$ cat config.mk
export PLATFORM = sky130hd
export DESIGN_NAME = usb_link_ctrl
export DESIGN_NICKNAME = d
export VERILOG_FILES = /design/src/rtl/usb_link_pkg.sv /design/src/rtl/usb_link_timer.sv /design/src/rtl/usb_link_ctrl.sv
export SDC_FILE = /design/constraint.sdc
export NUM_CORES = 1
export LEC_CHECK = 0
export BUFFER_PORTS_ARGS = -buffer_cell sky130_fd_sc_hd__buf_2
export CORE_MARGIN = 2
export CORE_UTILIZATION = 64
export CTS_BUF_LIST = sky130_fd_sc_hd__clkbuf_4 sky130_fd_sc_hd__clkbuf_8 sky130_fd_sc_hd__clkbuf_16
export DETAILED_ROUTE_END_ITERATION = 10
export GPL_TIMING_DRIVEN = 0
export HOLD_SLACK_MARGIN = 0.12
export PLACE_DENSITY = 0.93
export SKIP_LAST_GASP = 1
export SLEW_MARGIN = 10
export SYNTH_ARGS = -nofsm -noshare
export SYNTH_HDL_FRONTEND = slang
export SYNTH_HIERARCHICAL = 1
export SYNTH_SLANG_ARGS = --single-unit
$ cat constraint.sdc
create_clock -name clk_i -period 6.45 [get_ports clk_i]
set_clock_uncertainty 0.2 [all_clocks]
set_input_delay 0.645 -clock clk_i [delete_from_list [all_inputs] [get_ports clk_i]]
set_output_delay 0.645 -clock clk_i [all_outputs]
set_load 0.05 [all_outputs]
$ cat src/rtl/usb_link_pkg.sv
// usb_link_pkg: shared definitions for the USB link sequencer.
//   - link_state_e : FSM state encoding (4 bits, same width as the PHY FSM)
//   - REQ_*        : requester indices on the req_*/gnt buses
//   - FS_/LS_*     : default cycle counts for full speed and low speed
//   - req_onehot() : converts a latched requester index to a grant vector
package usb_link_pkg;

  typedef enum logic [3:0] {
    ST_IDLE      = 4'd0,
    ST_RX        = 4'd1,
    ST_GAP       = 4'd2,
    ST_TX_START  = 4'd3,
    ST_TX        = 4'd4,
    ST_WAIT_RESP = 4'd5,
    ST_BUS_RESET = 4'd6
  } link_state_e;

  localparam int unsigned REQ_HNDSHK = 0;
  localparam int unsigned REQ_DATA   = 1;

  // Full speed: 24 MHz clock, two clocks per bit time.
  localparam int unsigned FS_GAP_MIN_CYC      = 4;
  localparam int unsigned FS_RESP_TIMEOUT_CYC = 36;
  localparam int unsigned FS_RESET_SE0_CYC    = 60;
  localparam int unsigned FS_TX_START_TO_CYC  = 4;
  localparam int unsigned FS_CNT_WIDTH        = 8;

  // Low speed: bit times are eight times longer at the same clock.
  localparam int unsigned LS_GAP_MIN_CYC      = 8 * FS_GAP_MIN_CYC;
  localparam int unsigned LS_RESP_TIMEOUT_CYC = 8 * FS_RESP_TIMEOUT_CYC;
  localparam int unsigned LS_RESET_SE0_CYC    = 8 * FS_RESET_SE0_CYC;
  localparam int unsigned LS_TX_START_TO_CYC  = 8 * FS_TX_START_TO_CYC;
  localparam int unsigned LS_CNT_WIDTH        = 10;

  function automatic logic [1:0] req_onehot(input logic sel);
    return sel ? 2'b10 : 2'b01;
  endfunction

endpackage

$ cat src/rtl/usb_link_timer.sv
// usb_link_timer: loadable saturating up-counter with terminal compare.
//   clk_i, rst_ni : clock, synchronous active-low reset (loads RST_VAL)
//   clr_i         : force count to zero (highest priority)
//   load_i        : load load_val_i
//   en_i          : count up, stopping at sat_val_i
//   term_val_i    : compare value
//   term_o        : count has reached or passed term_val_i
module usb_link_timer
  import usb_link_pkg::*;
#(
  parameter int unsigned     WIDTH   = 8,
  parameter logic [WIDTH-1:0] RST_VAL = '0
) (
  input  logic             clk_i,
  input  logic             rst_ni,
  input  logic             clr_i,
  input  logic             load_i,
  input  logic             en_i,
  input  logic [WIDTH-1:0] load_val_i,
  input  logic [WIDTH-1:0] sat_val_i,
  input  logic [WIDTH-1:0] term_val_i,
  output logic             term_o
);

  logic [WIDTH-1:0] cnt_q, cnt_d;

  always_comb begin
    cnt_d = cnt_q;
    if (clr_i) begin
      cnt_d = '0;
    end else if (load_i) begin
      cnt_d = load_val_i;
    end else if (en_i && (cnt_q < sat_val_i)) begin
      cnt_d = cnt_q + 1'b1;
    end
  end

  always_ff @(posedge clk_i) begin
    if (!rst_ni) begin
      cnt_q <= RST_VAL;
    end else begin
      cnt_q <= cnt_d;
    end
  end

  assign term_o = (cnt_q >= term_val_i);

endmodule

$ cat src/rtl/usb_link_ctrl.sv
// usb_link_ctrl: half-duplex link sequencer sitting above usb_phy.
//   phy_rx_packet_st_i/ed_i : SYNC / EOP pulses from the PHY receiver
//   phy_rx_se0_det_i        : line is SE0 (bus reset detection)
//   phy_tx_busy_i           : PHY transmitter active
//   phy_tx_data_o/den_o     : bit stream of the granted requester to the PHY
//   req_i, req_expect_resp_i, req_data_i, req_den_i : two TX requesters
//                             (0 = handshake responder, 1 = data sender)
//   gnt_o                   : one-hot grant, held for the whole transmission
//   rx_active_o, rx_done_o, tx_done_o, resp_timeout_o, tx_start_err_o,
//   bus_reset_o             : link status
module usb_link_ctrl
  import usb_link_pkg::*;
#(
  parameter int unsigned GAP_MIN_CYC      = FS_GAP_MIN_CYC,
  parameter int unsigned RESP_TIMEOUT_CYC = FS_RESP_TIMEOUT_CYC,
  parameter int unsigned RESET_SE0_CYC    = FS_RESET_SE0_CYC,
  parameter int unsigned TX_START_TO_CYC  = FS_TX_START_TO_CYC,
  parameter int unsigned CNT_WIDTH        = FS_CNT_WIDTH
) (
  input  logic       clk_i,
  input  logic       rst_ni,
  input  logic       phy_rx_packet_st_i,
  input  logic       phy_rx_packet_ed_i,
  input  logic       phy_rx_se0_det_i,
  input  logic       phy_tx_busy_i,
  output logic       phy_tx_data_o,
  output logic       phy_tx_den_o,
  input  logic [1:0] req_i,
  input  logic [1:0] req_expect_resp_i,
  input  logic [1:0] req_data_i,
  input  logic [1:0] req_den_i,
  output logic [1:0] gnt_o,
  output logic       rx_active_o,
  output logic       rx_done_o,
  output logic       tx_done_o,
  output logic       resp_timeout_o,
  output logic       tx_start_err_o,
  output logic       bus_reset_o
);

  localparam logic [CNT_WIDTH-1:0] GAP_MIN    = CNT_WIDTH'(GAP_MIN_CYC);
  localparam logic [CNT_WIDTH-1:0] GAP_TERM   = CNT_WIDTH'(GAP_MIN_CYC - 1);
  localparam logic [CNT_WIDTH-1:0] RESP_TERM  = CNT_WIDTH'(RESP_TIMEOUT_CYC - 1);
  localparam logic [CNT_WIDTH-1:0] START_TERM = CNT_WIDTH'(TX_START_TO_CYC - 1);
  localparam logic [CNT_WIDTH-1:0] SE0_SAT    = CNT_WIDTH'(RESET_SE0_CYC);
  localparam logic [CNT_WIDTH-1:0] SE0_TERM   = CNT_WIDTH'(RESET_SE0_CYC - 1);
  localparam logic [CNT_WIDTH-1:0] CNT_MAX    = '1;

  link_state_e state_q, state_d;
  logic        req_sel_q, req_sel_d;
  logic        exp_resp_q, exp_resp_d;
  logic [1:0]  gnt_q, gnt_d;
  logic        rx_done_q, rx_done_d;
  logic        tx_done_q, tx_done_d;
  logic        resp_to_q, resp_to_d;
  logic        start_err_q, start_err_d;

  logic                 tmr_clr, tmr_load, tmr_en, tmr_term;
  logic [CNT_WIDTH-1:0] tmr_sat, tmr_term_val;
  logic                 se0_inc, se0_term, bus_qual;
  logic                 winner;

  // The gap timer is shared: gap in IDLE/GAP, start timeout in TX_START,
  // response window in WAIT_RESP. Its terminal value depends on state only,
  // which keeps it out of the next-state loop. The gap compare is one below
  // GAP_MIN so that the cycle in which the gap completes can already move to
  // TX_START; in IDLE the counter sits at GAP_MIN.
  always_comb begin
    tmr_term_val = GAP_TERM;
    tmr_sat      = GAP_MIN;
    case (state_q)
      ST_TX_START: begin
        tmr_term_val = START_TERM;
        tmr_sat      = CNT_MAX;
      end
      ST_WAIT_RESP: begin
        tmr_term_val = RESP_TERM;
        tmr_sat      = CNT_MAX;
      end
      default: ;
    endcase
  end

  usb_link_timer #(.WIDTH(CNT_WIDTH), .RST_VAL(GAP_MIN)) u_gap_timer (
    .clk_i      (clk_i),
    .rst_ni     (rst_ni),
    .clr_i      (tmr_clr),
    .load_i     (tmr_load),
    .en_i       (tmr_en),
    .load_val_i (GAP_MIN),
    .sat_val_i  (tmr_sat),
    .term_val_i (tmr_term_val),
    .term_o     (tmr_term)
  );

  // SE0 only counts while we are not driving the line ourselves. Qualification
  // fires in the cycle the count reaches RESET_SE0_CYC.
  assign se0_inc  = phy_rx_se0_det_i && !phy_tx_busy_i;
  assign bus_qual = se0_inc && se0_term;

  usb_link_timer #(.WIDTH(CNT_WIDTH), .RST_VAL('0)) u_se0_timer (
    .clk_i      (clk_i),
    .rst_ni     (rst_ni),
    .clr_i      (!se0_inc),
    .load_i     (1'b0),
    .en_i       (se0_inc),
    .load_val_i ('0),
    .sat_val_i  (SE0_SAT),
    .term_val_i (SE0_TERM),
    .term_o     (se0_term)
  );

  // Fixed priority: the handshake responder wins over the data sender.
  assign winner = !req_i[REQ_HNDSHK];

  always_comb begin
    state_d     = state_q;
    req_sel_d   = req_sel_q;
    exp_resp_d  = exp_resp_q;
    rx_done_d   = 1'b0;
    tx_done_d   = 1'b0;
    resp_to_d   = 1'b0;
    start_err_d = 1'b0;
    tmr_clr     = 1'b0;
    tmr_load    = 1'b0;
    tmr_en      = 1'b0;

    case (state_q)
      ST_IDLE, ST_GAP: begin
        tmr_en = (state_q == ST_GAP);
        if (phy_rx_packet_st_i) begin
          state_d = ST_RX;
        end else if ((|req_i) && tmr_term) begin
          state_d    = ST_TX_START;
          req_sel_d  = winner;
          exp_resp_d = req_expect_resp_i[winner];
          tmr_clr    = 1'b1;
        end
      end
      ST_RX: begin
        if (phy_rx_packet_ed_i) begin
          state_d   = ST_GAP;
          rx_done_d = 1'b1;
          tmr_clr   = 1'b1;
        end
      end
      ST_TX_START: begin
        tmr_en = 1'b1;
        if (phy_tx_busy_i) begin
          state_d = ST_TX;
        end else if (tmr_term) begin
          state_d     = ST_IDLE;
          start_err_d = 1'b1;
          tmr_load    = 1'b1;
        end
      end
      ST_TX: begin
        if (!phy_tx_busy_i) begin
          state_d   = exp_resp_q ? ST_WAIT_RESP : ST_GAP;
          tx_done_d = 1'b1;
          tmr_clr   = 1'b1;
        end
      end
      ST_WAIT_RESP: begin
        tmr_en = 1'b1;
        if (phy_rx_packet_st_i) begin
          state_d = ST_RX;
        end else if (tmr_term) begin
          state_d   = ST_GAP;
          resp_to_d = 1'b1;
          tmr_load  = 1'b1;
        end
      end
      ST_BUS_RESET: begin
        if (!phy_rx_se0_det_i) begin
          state_d  = ST_IDLE;
          tmr_load = 1'b1;
        end
      end
      default: state_d = ST_IDLE;
    endcase

    // Bus reset overrides whatever else happened this cycle.
    if (bus_qual && (state_q != ST_TX) && (state_q != ST_BUS_RESET)) begin
      state_d     = ST_BUS_RESET;
      req_sel_d   = 1'b0;
      exp_resp_d  = 1'b0;
      rx_done_d   = 1'b0;
      resp_to_d   = 1'b0;
      start_err_d = 1'b0;
      tmr_clr     = 1'b0;
      tmr_load    = 1'b0;
      tmr_en      = 1'b0;
    end

    gnt_d = ((state_d == ST_TX_START) || (state_d == ST_TX)) ? req_onehot(req_sel_d) : 2'b00;
  end

  always_ff @(posedge clk_i) begin
    if (!rst_ni) begin
      state_q     <= ST_IDLE;
      req_sel_q   <= 1'b0;
      exp_resp_q  <= 1'b0;
      gnt_q       <= 2'b00;
      rx_done_q   <= 1'b0;
      tx_done_q   <= 1'b0;
      resp_to_q   <= 1'b0;
      start_err_q <= 1'b0;
    end else begin
      state_q     <= state_d;
      req_sel_q   <= req_sel_d;
      exp_resp_q  <= exp_resp_d;
      gnt_q       <= gnt_d;
      rx_done_q   <= rx_done_d;
      tx_done_q   <= tx_done_d;
      resp_to_q   <= resp_to_d;
      start_err_q <= start_err_d;
    end
  end

  // Grant is one-hot, so AND-OR selects the granted stream with no latency.
  assign phy_tx_data_o  = |(gnt_q & req_data_i);
  assign phy_tx_den_o   = |(gnt_q & req_den_i);
  assign gnt_o          = gnt_q;
  assign rx_active_o    = (state_q == ST_RX);
  assign bus_reset_o    = (state_q == ST_BUS_RESET);
  assign rx_done_o      = rx_done_q;
  assign tx_done_o      = tx_done_q;
  assign resp_timeout_o = resp_to_q;
  assign tx_start_err_o = start_err_q;

endmodule
Word-level counts from Yosys, hierarchy flattened

Cells that the tools add are included.
W data, S select, Z words.

Flip-flop bits (word level): 28
Input port bits: 14
Output and inout bits: 10

Add/sub/neg operators: 2
Order comparisons: 5
Equal/unequal tests: 10
Multiplexer cells: 38
Bitwise logic cells: 7
Reduce and logical (&&, ||, !) cells: 26

Operator list:

| kind                  | number |
|---|---|
| $mux W4               | 10 |
| $pmux W4 S6           | 1 |
| $mux W1               | 17 |
| $add A8 B1 Y8 const B | 2 |
| $eq A4 B3 Y1 const B  | 4 |
| $eq A4 B2 Y1 const B  | 3 |
| $mux W3               | 4 |
| $reduce_or A2 Y1      | 6 |
| $reduce_or A3 Y1      | 4 |
| $ge A8 B6 Y1          | 1 |
| $ge A8 B6 Y1 const B  | 1 |
| $lt A8 B6 Y1 const B  | 1 |
| $lt A8 B8 Y1          | 1 |
| $mux W8               | 1 |
| $ne A4 B3 Y1 const B  | 2 |
| $logic_and A1 B1 Y1   | 7 |
| $mux W6               | 1 |
| $pmux W1 S3           | 2 |
| $reduce_and A2 Y1     | 3 |
| $not A1 Y1            | 5 |
| $and A2 B2 Y2         | 2 |
| $eq A4 B1 Y1 const B  | 1 |
| $logic_not A4 Y1      | 1 |
| $reduce_and A3 Y1     | 1 |
| other kinds (6)       | 7 |

Longest topological paths before layout

Gate-level depths: netlist (run 1).

Word-level depth: 11
Mapped depth: 15

Modules after synthesis

The synthesis (run 1) kept the hierarchy.

By module, submodules not included:

| module                       | times used | cells an instance | area an instance (um2) |
|---|---|---|---|
| usb_link_timer (u_se0_timer) | 1          | 111               | 843.3 |
| usb_link_timer (u_gap_timer) | 1          | 103               | 830.8 |
| usb_link_ctrl                | 1          | 87                | 747.0 |

Worst setup path after synthesis (run 1)

Ideal clock, no wire load.

Path kind: flip-flop to flip-flop
From: reg state_q[3]
To: reg u_gap_timer.cnt_q[2]
Setup time: 122 ps
Arrival: 2899 ps
Data required time: 6128 ps
Slack: 3229 ps
Cell stages (with the launch flop): 14
Period minus slack after synthesis: 3221 ps
Cells stage by stage: dfxtp_1 -> buf_6 -> and4bb_4 -> inv_1 -> ha_1 -> a211o_1 -> a21oi_1 -> o31ai_1 -> o21a_1 -> and2_1 -> nor2_1 -> nor4_1 -> nor2b_1 -> a221o_1

Cells in the longest elaborated chain, start to end: 9

RTL lines:

| element                                                 | RTL line             | source |
|---|---|---|
| start, declared                                         | usb_link_ctrl.sv:49  | `link_state_e state_q, state_d;` |
| start signal, assigned                                  | usb_link_ctrl.sv:210 | `state_q <= state_d;` |
| $eq A4 B3 Y1 *                                          | usb_link_ctrl.sv:71  | `case (state_q)` |
| $mux W6 *                                               | usb_link_ctrl.sv:71  |  |
| named net tmr_term_val[5]                               | usb_link_ctrl.sv:59  | `logic [CNT_WIDTH-1:0] tmr_sat, tmr_term_val;` |
| $ge A8 B6 Y1 *                                          | usb_link_timer.sv:46 | `assign term_o = (cnt_q >= term_val_i);` |
| named net tmr_term                                      | usb_link_ctrl.sv:58  | `logic tmr_clr, tmr_load, tmr_en, tmr_term;` |
| $logic_and A1 B1 Y1 *                                   | usb_link_ctrl.sv:133 | `end else if ((\|req_i) && tmr_term) begin` |
| $mux W1 *                                               | usb_link_ctrl.sv:133 |  |
| $mux W1 *                                               | usb_link_ctrl.sv:131 | `if (phy_rx_packet_st_i) begin` |
| $pmux W1 S3 *                                           | usb_link_ctrl.sv:128 | `case (state_q)` |
| $mux W1 *                                               | usb_link_ctrl.sv:184 | `if (bus_qual && (state_q != ST_TX) && (state_q != ST_BUS_RESET)) begin` |
| named net tmr_clr                                       | usb_link_ctrl.sv:58  |  |
| $reduce_bool A3 Y1 (no line) or $mux W3 (tied branches) | n/a                  |  |
| end signal, assigned                                    | usb_link_timer.sv:42 | `cnt_q <= cnt_d;` |
| end, declared                                           | usb_link_timer.sv:25 | `logic [WIDTH-1:0] cnt_q, cnt_d;` |

The timed path passes the listed nets; every way through them passes the cells marked *.
A chain may end at the register's enable or synchronous reset.

Worst setup path after layout (run 1)

From: reg state_q[3]
To: reg u_gap_timer.cnt_q[6]

RTL lines:

| element                           | RTL line |
|---|---|
| $eq A4 B3 Y1 *                    | usb_link_ctrl.sv:71 |
| $mux W6 *                         | usb_link_ctrl.sv:71 |
| named net tmr_term_val[5]         | usb_link_ctrl.sv:59 |
| $ge A8 B6 Y1 *                    | usb_link_timer.sv:46 |
| named net tmr_term                | usb_link_ctrl.sv:58 |
| $mux W1 *                         | usb_link_ctrl.sv:151, usb_link_ctrl.sv:168 |
| $mux W1, on equally long branches | usb_link_ctrl.sv:166, usb_link_ctrl.sv:149 |
| $pmux W1 S3 *                     | usb_link_ctrl.sv:128 |
| $mux W1 *                         | usb_link_ctrl.sv:184 |
| named net tmr_load                | usb_link_ctrl.sv:58 |
| $reduce_or A3 Y1 (no line) *      | n/a |

Marked as above.

==> results of run 1 <==
-- synthesized netlist by cell type, types with 3 or more instances --
library cell / number / area (um^2)
inv_1: 38 / 142.6
o21a_1: 8 / 60.06
or3_1: 5 / 31.28
a31oi_1: 11 / 68.82
a211o_1: 3 / 26.28
nand3b_1: 3 / 22.52
ha_1: 32 / 400.4
clkbuf_1: 4 / 15.01
or4_1: 3 / 22.52
nor2b_1: 5 / 31.28
nand2_1: 18 / 67.56
a21oi_1: 9 / 45.04
nand2b_1: 8 / 50.05
mux2i_1: 3 / 30.03
a211oi_1: 3 / 22.52
buf_6: 3 / 33.78
a21o_1: 4 / 30.03
dfxtp_1: 28 / 560.5
o21ai_0: 22 / 110.1
nand3_1: 13 / 65.06
xnor2_1: 4 / 35.03
nor2_1: 16 / 60.06
o31ai_1: 4 / 30.03
nor3_1: 7 / 35.03
-- power groups by stage --
stage	combinational, mW	clock (mW)	sequential (mW)
6_report	0.0584	0.0965	0.178
3_3_place_gp	0.0526	0	0.182
4_1_cts	0.0555	0.0956	0.178
3_5_place_dp	0.0550	0	0.182
5_1_grt	0.0668	0.104	0.179
2_1_floorplan	0.0412	0	0.182
-- registers in the layout (all words and copies together), names as in the netlist --
register / count
state_q: 4
gnt_o: 2
resp_timeout_o: 1
tx_done_o: 1
tx_start_err_o: 1
u_se0_timer/cnt_q: 8
exp_resp_q: 1
req_sel_q: 1
rx_done_o: 1
u_gap_timer/cnt_q: 8
-- logic make-up after synthesis --
| family | after synthesis |
|---|---|
| simple gates | 100 |
| compound gates | 83 |
| other cells | 2 |
| buf+inv | 47 |
| xor+xnor | 4 |
| fa+ha+maj | 33 |
| mux | 4 |
| flops | 28 |
-- area by class of cell --
class	count	area [um^2]
Sequential cell	28	560.5
Buffer	9	63.81
Multi-Input combinational cell	266	1804
Tap cell	48	60.06
Fill cell	248	873.3
Timing Repair Buffer	23	115.1
Inverter	38	142.6
Clock buffer	3	41.29
-- worst max path at each step --
stage | from | endpoint | slack [ns] | cells after the start
final | state_q[3]$_SDFF_PN0_ | u_gap_timer/cnt_q[6]$_SDFFE_PP0P_ | 2.65 | 13
after global routing | state_q[3]$_SDFF_PN0_ | u_gap_timer/cnt_q[6]$_SDFFE_PP0P_ | 2.47 | 13
after CTS | state_q[3]$_SDFF_PN0_ | u_gap_timer/cnt_q[0]$_SDFFE_PP0P_ | 2.74 | 13
after detailed placement | state_q[3]$_SDFF_PN0_ | u_gap_timer/cnt_q[0]$_SDFFE_PP0P_ | 2.79 | 13
after global placement | state_q[3]$_SDFF_PN0_ | u_gap_timer/cnt_q[2]$_SDFFE_PN1P_ | 2.82 | 13
after floorplan | state_q[3]$_SDFF_PN0_ | u_gap_timer/cnt_q[2]$_SDFFE_PN1P_ | 3.23 | 13
-- layout by cell type (no fill, tap or decap), types with 3 or more instances in the layout --
cell type and instances:
conb_1 42, inv_1 38, ha_1 32, dfxtp_1 28
buf_2 23, o21ai_0 22, nand2_1 18, nor2_1 16
nand3_1 13, a31oi_1 11, a21oi_1 9, nand2b_1 8
o21a_1 8, nor3_1 7, nor2b_1 5, or3_1 5
xnor2_1 4, a21o_1 4, o31ai_1 4, clkbuf_1 4
buf_6 3, nand3b_1 3, mux2i_1 3, a211oi_1 3
a211o_1 3, clkbuf_8 3, or4_1 3
-- through the flow --
stage | setup slack, ns | hold WS, ns | instance area, um^2 | cells
after detailed placement | 2.785 | 0.3356 | 2746 | 412
final | 2.650 | 0.3465 | 2788 | 415
after global placement | 2.822 | 0.3208 | 2746 | 412
after floorplan | 3.229 | 0.2847 | 2571 | 341
after CTS | 2.740 | 0.3477 | 2788 | 415
after global routing | 2.473 | 0.3913 | 2788 | 415
-- metal layers --
layer,GRT usage (%),vias up,share of wire (%)
li1,-,1190,-
met1,31.74,1098,45
met2,52.93,80,49
met3,4.110,16,4.9
met4,9.115,0,1.7
met5,0,-,0
-- worst register-to-register path, delay by kind of cell, from the launching register on --
family	cells	cell delay [ns]
AO/OA/AOI/OAI	6	1.60
flip-flops	1	0.33
buffers and inverters	4	0.62
adder cells (fa/ha/maj)	1	0.28
AND/OR/NAND/NOR	2	0.62
==> metrics.csv, run 1 <==
metric,value,unit
crit_path_top_delay_cell,o31ai_1,
die_h,65.51,um
critPathMaxFanout,10,
die_x,65.51,um
yosys.area_share.adder,16.95,%
drv_cap,0,
synth_cell_type_count,62,
rsz0062_at_grt,no,
p_sw,0.09235,mW
cts_resized,0,
synth-seq-cells,28,
ant_nets,0,
place_congestion,0.8328,
reg2reg_from,state_q[3]$_SDFF_PN0_,
hold_violations,0,
outcome,finished clean,
hold_buffers,0,
critPathRequiredTime,6.39,ns
cpLargestDelayFamily,compound AO/OA/AOI/OAI gates,
drt-total-wl,5.436,mm
drv_slew,0,
critPathArrivalTime,3.74,ns
fin_nets,415,
core,0.003661,mm^2
synth_seq_area_share,23.15,%
ir_worst_vdd,0.07383,mV
pwr-share-seq,53.5,%
rows,22,
ioPinCount,24,
antenna_found_initial,0,
power_leakage,1.277,nW
antenna_cells,0,
worstHoldPathType,flip-flop to flip-flop,
first_pass_iters,4,
wl_per_cell,13.10,um
setup_tns,0,ns
drc_errors,0,
synth.area.mux_share,1.705,%
cts_tree,built,
holdPathStages,3,
insertion_delay,0.27,ns
cts_root_buffer,clkbuf_8,
synth_xor_area_share,1.447,%
synth_async_sr_flop_share,0,%
start_util,66.13,%
synth_area,0.002421,mm^2
cts.sinks,28,
internal_power,0.2410,mW
grt_first_pass_wirelength,9.528,mm
dp_hpwl,4.249,mm
r2r_cells,13,
clkPwrFrac,29.0,%
htreeDepth,1,
synth_top_family_by_area,simple AND/OR/NAND/NOR gates,
postCtsSetupBuffers,0,
overflow,0,
vias,2384,
cp_cell_sequence,buf_6 > and4bb_4 > inv_1 > ha_1 > a211o_1 > a21oi_1 > o31ai_1 > nand3b_1 > a31oi_1 > inv_1 > clkbuf_1 > o21ai_0 > a31oi_1,
min_to,gnt_o[0]$_SDFF_PN0_,
setup_viol,0,
synth.avg_cell_area,8.043,um^2
grt_max_degree,15,
synth_flop_cell,dfxtp_1,
drive_above_1_share,13.08,%
yosys_warnings,6,
fin_crit_sh,58.92,%
power,0.3334,mW
hold_start,req_sel_q$_SDFF_PN0_,
cpPeakStageDelay,0.72,ns
syn_to_final_growth,15.14,%
synth-compound-area-share,23.62,%
max-slew-margin-rel,44.00,%
portBuffers,23,
cp-start-kind,flip-flop,
via_per_inst,5.745,
synthCells,301,
clockBufferDepth,2,
yosys.area_share.simple,24.29,%
crit_type,flip-flop to flip-flop,
powerDensity,119.6,mW/mm^2
worst_pin_slew,0.8329,ns
grtUsageTotal,27.94,%
clock.fmax,263.2,MHz
clkTransAtPathRegs,0.10,ns
reg2reg_to,u_gap_timer/cnt_q[6]$_SDFFE_PP0P_,
first_iter_violations,256,
period_needed,3.800,ns
postLayoutCoreUtil,76.14,%
synth-edff-count,0,
cts_buffers,3,
regToRegSetupSlack,2.65,ns
grt_pass1_vias,2307,
crit_buf_inv,4,
die_area,0.004291,mm^2
worst_setup_path_end_kind,flip-flop,
p_sw_share,27.70,%
combPwrFrac,17.5,%
Note: power is estimated with default switching activity, not from simulation.
==> run 2, diff against run 1 <==
--- a/config.mk
+++ b/config.mk
@@ -7,12 +7,12 @@
 export LEC_CHECK = 0
 export BUFFER_PORTS_ARGS = -buffer_cell sky130_fd_sc_hd__buf_2
 export CORE_MARGIN = 2
-export CORE_UTILIZATION = 64
+export CORE_UTILIZATION = 54
 export CTS_BUF_LIST = sky130_fd_sc_hd__clkbuf_4 sky130_fd_sc_hd__clkbuf_8 sky130_fd_sc_hd__clkbuf_16
 export DETAILED_ROUTE_END_ITERATION = 10
 export GPL_TIMING_DRIVEN = 0
 export HOLD_SLACK_MARGIN = 0.12
-export PLACE_DENSITY = 0.93
+export PLACE_DENSITY = 0.85
 export SKIP_LAST_GASP = 1
 export SLEW_MARGIN = 10
 export SYNTH_ARGS = -nofsm -noshare
==> constraint.sdc (replaced) <==
create_clock -name clk_i -period 3.4 [get_ports clk_i]
set_clock_uncertainty 0.2 [all_clocks]
set_input_delay 0.34 -clock clk_i [delete_from_list [all_inputs] [get_ports clk_i]]
set_output_delay 0.34 -clock clk_i [all_outputs]
set_load 0.05 [all_outputs]
==> metrics.csv, run 2 (synthesized netlist as in run 1, its figures left out) <==
metric,value,unit
antenna_found_initial,0,
clkTransAtPathRegs,0.10,ns
clockBufferDepth,2,
reg_top3,"u_gap_timer/cnt_q x8, u_se0_timer/cnt_q x8, state_q x4",
m1WireLength,2.543,mm
cts_tree,built,
die_h,70.96,um
antenna_cells,0,
route.met2.wl,2.900,mm
ioPinCount,24,
first_pass_iters,4,
grtUsageTotal,21.93,%
drv_cap,0,
ant_nets,0,
vias,2455,
wl_met3,300,um
portBuffers,23,
htreeDepth,1,
final_common_cell,conb_1,
drt-total-wl,5.886,mm
crit_type,flip-flop to flip-flop,
rows,24,
worst_slack,0.06942,ns
cts.sinks,28,
fin_crit_sh,97.96,%
worst_setup_path_end_kind,flip-flop,
fin_nets,430,
clock.fmax,300.2,MHz
power_leakage,1.397,nW
drc_errors,0,
die_x,70.96,um
powerDensity,221.1,mW/mm^2
wl_per_cell,13.53,um
final_cell_mix,"conb_1 (42), inv_1 (37), ha_1 (30)",
cts_buffers,3,
overflow,0,
die_area,0.005035,mm^2
outcome,finished clean,
critPathMaxFanout,10,
setup_viol,0,
grt_max_degree,16,
syn_to_final_growth,26.30,%
place_congestion,0.9222,
insertion_delay,0.27,ns
worstHoldPathType,input port to flip-flop,
critPathRequiredTime,3.37,ns
cp-start-kind,flip-flop,
dr.max_layer_used,met4,
hold_buffers,0,
first_iter_violations,216,
period_needed,3.331,ns
grt_first_pass_wirelength,9.135,mm
via_per_inst,5.644,
ir_worst_vdd,0.1782,mV
cts_root_buffer,clkbuf_8,
core,0.004324,mm^2
grt_pass1_vias,2164,
critPathArrivalTime,3.30,ns
hold_violations,0,
drive_above_1_share,21.67,%
start_util,55.99,%
dp_slack,-0.3649,ns
setup_tns,0,ns
drv_slew,0,
dp_hpwl,4.075,mm
run 2: per-stage QoR:
step	total power, mW	util (%)	cell area (um^2)	hold slack, ns	std cells
after floorplan	0.4232	-	2571	0.2575	341
after global placement	0.4454	63.63	2751	0.3262	416
after detailed placement	0.4499	63.63	2751	0.3248	416
after CTS	0.6621	65.71	2841	0.1526	420
after global routing	0.7083	70.72	3058	0.1562	435
final	0.6762	70.72	3058	0.1612	435
run 2: final cells by class:
class                   count  area [um^2]
plain buffers               9        65.06
multi-input cells         266         1937
well taps                  52        65.06
repair buffers             38        227.7
flip-flops and latches     28        565.5
fillers                   304         1266
clock buffers               4        55.05
inverters                  38        142.6
run 2: repair_timing:
action,in CTS,in global routing
pin swaps,0,9
buffers inserted,0,15
endpoints found under the setup margin,10,10
gates resized for setup,8,18
run 2: worst paths after layout:
check,to,depth (start not counted),startpoint,slack (ns)
hold / removal,state_q[1]$_SDFF_PN0_,2,rst_ni,0.16
hold reg to reg,u_gap_timer/cnt_q[7]$_SDFFE_PP0P_,2,u_gap_timer/cnt_q[7]$_SDFFE_PP0P_,0.36
setup reg to reg,u_gap_timer/cnt_q[2]$_SDFFE_PN1P_,13,state_q[1]$_SDFF_PN0_,0.07
setup / recovery,u_gap_timer/cnt_q[2]$_SDFFE_PN1P_,13,state_q[1]$_SDFF_PN0_,0.07
run 2: report_power, final:
| group | switching, mW | internal [mW] | leakage (nW) |
|---|---|---|---|
| logic | 0.0726 | 0.0533 | 1.14 |
| clock network | 0.109 | 0.104 | 0.0288 |
| registers | 0.00590 | 0.332 | 0.228 |
| total | 0.187 | 0.489 | 1.40 |
run 2: routing by layer:
metal / up-vias / GRT usage (%)
met3: 19 / 2.564
met1: 1123 / 26.27
li1: 1221 / -
met4: 0 / 7.338
met2: 92 / 40.39
met5: - / 0
run 2: worst max-delay path: stages (launching register included):
cell and delay, ns:
dfxtp_2 0.34, buf_6 0.14, and4bb_4 0.35, inv_2 0.05
ha_4 0.26, a211o_1 0.19, a211oi_4 0.07, o31ai_4 0.41
o21a_1 0.23, and2_4 0.18, nor2_4 0.05, nor4_4 0.34
nor2b_1 0.09, a221o_1 0.33
==> run 3, diff against run 2 <==
--- a/config.mk
+++ b/config.mk
@@ -7,12 +7,13 @@
 export LEC_CHECK = 0
 export BUFFER_PORTS_ARGS = -buffer_cell sky130_fd_sc_hd__buf_2
 export CORE_MARGIN = 2
-export CORE_UTILIZATION = 54
+export CORE_UTILIZATION = 50
 export CTS_BUF_LIST = sky130_fd_sc_hd__clkbuf_4 sky130_fd_sc_hd__clkbuf_8 sky130_fd_sc_hd__clkbuf_16
 export DETAILED_ROUTE_END_ITERATION = 10
 export GPL_TIMING_DRIVEN = 0
 export HOLD_SLACK_MARGIN = 0.12
-export PLACE_DENSITY = 0.85
+export MAX_ROUTING_LAYER = met4
+export PLACE_DENSITY = 0.8
 export SKIP_LAST_GASP = 1
 export SLEW_MARGIN = 10
 export SYNTH_ARGS = -nofsm -noshare
==> metrics.csv, run 3 (synthesized netlist as in run 1, its figures left out) <==
metric,value,unit
outcome,finished clean,
grt_first_pass_wirelength,8.673,mm
reg2reg_from,state_q[1]$_SDFF_PN0_,
clkPwrFrac,36.8,%
die_x,73.59,um
dp_hpwl,3.920,mm
pwr-share-seq,47.1,%
syn_to_final_growth,23.31,%
rows,25,
via_per_inst,5.403,
power_leakage,1.364,nW
reg_top3,"u_gap_timer/cnt_q x8, u_se0_timer/cnt_q x8, state_q x4",
p_sw_share,24.97,%
p_sw,0.1791,mW
first_iter_violations,121,
drv_slew,0,
ir_worst_vdd,0.1621,mV
insertion_delay,0.28,ns
holdPathStages,3,
place_inst,418,
overflow,0,
grtUsageTotal,20.41,%
hold_start,phy_rx_packet_ed_i,
worstSetupEndpoint,u_gap_timer/cnt_q[2]$_SDFFE_PN1P_,
grt_max_degree,17,
n_fill_cell,389,
crit_path_top_delay_cell,o31ai_4,
drt-total-wl,5.345,mm
htreeDepth,1,
path_depth,13,
dpl-instance-area,0.002754,mm^2
final_area,0.002985,mm^2
start_util,51.60,%
setup_viol,0,
final_cells,429,
combPwrFrac,16.2,%
clock.fmax,301.0,MHz
ant_nets,0,
cpLargestDelayFamily,compound AO/OA/AOI/OAI gates,
final_common_cell,conb_1,
period_needed,3.323,ns
drv_cap,0,
drc_errors,0,
ioPinCount,24,
fin_crit_sh,97.73,%
reg2reg_to,u_gap_timer/cnt_q[2]$_SDFFE_PN1P_,
die_h,73.59,um
antenna_found_initial,0,
wl_per_cell,12.46,um
hold_violations,0,
clkTransAtPathRegs,0.10,ns
cts_buffers,3,
grt_pass1_vias,2006,
cpPeakStageDelay,0.40,ns
first_pass_iters,4,
holdWs,0.1418,ns
cp-start-kind,flip-flop,
postLayoutCoreUtil,63.63,%
fin_nets,422,
crit_type,flip-flop to flip-flop,
antenna_cells,0,
core,0.004692,mm^2
cts.sinks,28,
vias,2318,
worstHoldPathType,input port to flip-flop,
critPathArrivalTime,3.29,ns
rsz0062_at_grt,yes,
final_cell_mix,"conb_1 (42), inv_1 (38), ha_1 (31)",
critPathRequiredTime,3.37,ns
regToRegSetupSlack,0.08,ns
critPathMaxFanout,10,
portBuffers,23,
r2r_cells,13,
cts_tree,built,
place_congestion,0.9529,
worst_setup_path_end_kind,flip-flop,
clockBufferDepth,2,
drive_above_1_share,18.13,%
crit_start,state_q[1]$_SDFF_PN0_,
die_area,0.005415,mm^2
cp_cell_sequence,buf_6 > and4bb_4 > inv_1 > ha_4 > a211o_1 > a211oi_4 > o31ai_4 > o21a_1 > and2_4 > nor2_1 > nor4_4 > nor2b_1 > a221o_1,
crit_buf_inv,2,
powerDensity,240.3,mW/mm^2
cts_root_buffer,clkbuf_8,
internal_power,0.5382,mW
## run 3: final cells by class
cell class | instances | area [um^2] | share of cell area, %
Inverter | 38 | 142.6 | 4.778
Timing Repair Buffer | 30 | 167.7 | 5.616
Clock buffer | 3 | 41.29 | 1.383
Multi-Input combinational cell | 266 | 1906 | 63.83
Sequential cell | 28 | 565.5 | 18.94
Tap cell | 54 | 67.56 | 2.263
Clock inverter | 1 | 30.03 | 1.006
Buffer | 9 | 65.06 | 2.179
## run 3: layer usage
metal	vias to the layer above	GRT usage [%]	wire, um
li1	1199	-	-
met3	15	2.332	317
met2	76	32.64	2491
met1	1028	26.38	2415
met5	-	-	0
met4	0	7.677	120
## run 3: worst min path at each step
stage	slack (ns)	to
6_report	0.14	rx_done_o$_SDFF_PP0_
5_1_grt	0.15	rx_done_o$_SDFF_PP0_
2_1_floorplan	0.26	state_q[1]$_SDFF_PN0_
3_3_place_gp	0.33	exp_resp_q$_SDFFE_PP0P_
3_5_place_dp	0.33	u_se0_timer/cnt_q[6]$_SDFFE_PP0P_
4_1_cts	0.14	rx_done_o$_SDFF_PP0_
## run 3: what timing repair did
item,in CTS,in global routing
endpoints found under the hold margin,0,0
pin swaps,0,7
endpoints found under the setup margin,10,10
resized for setup,6,15
setup buffers,0,7
cloned,0,0
hold buffers,0,0
## run 3: stage by stage
step | setup TNS [ns] | total power [mW] | worst slack (ns)
after floorplan | 0 | 0.4232 | 0.1789
after global placement | -1.711 | 0.4464 | -0.2407
after detailed placement | -2.438 | 0.4484 | -0.3281
after CTS | 0 | 0.7176 | 0.008954
after global routing | -0.1035 | 0.7569 | -0.07158
final | 0 | 0.7174 | 0.07733
## run 3: power by group through the flow
| stage | logic [mW] | clock network [mW] | registers, mW |
|---|---|---|---|
| after floorplan | 0.0782 | 0 | 0.345 |
| after global placement | 0.100 | 0 | 0.346 |
| after detailed placement | 0.102 | 0 | 0.346 |
| after CTS | 0.106 | 0.273 | 0.338 |
| after global routing | 0.133 | 0.285 | 0.339 |
| final | 0.116 | 0.264 | 0.338 |
## run 3: worst register-to-register path: cells and delay by family (launching register included)
family                     cells  cell delay [ns]
AOI/OAI and AO/OA              5             1.19
adders and majority gates      1             0.27
buffers and inverters          2             0.22
DFF                            1             0.34
and+or+nand+nor                5             1.01
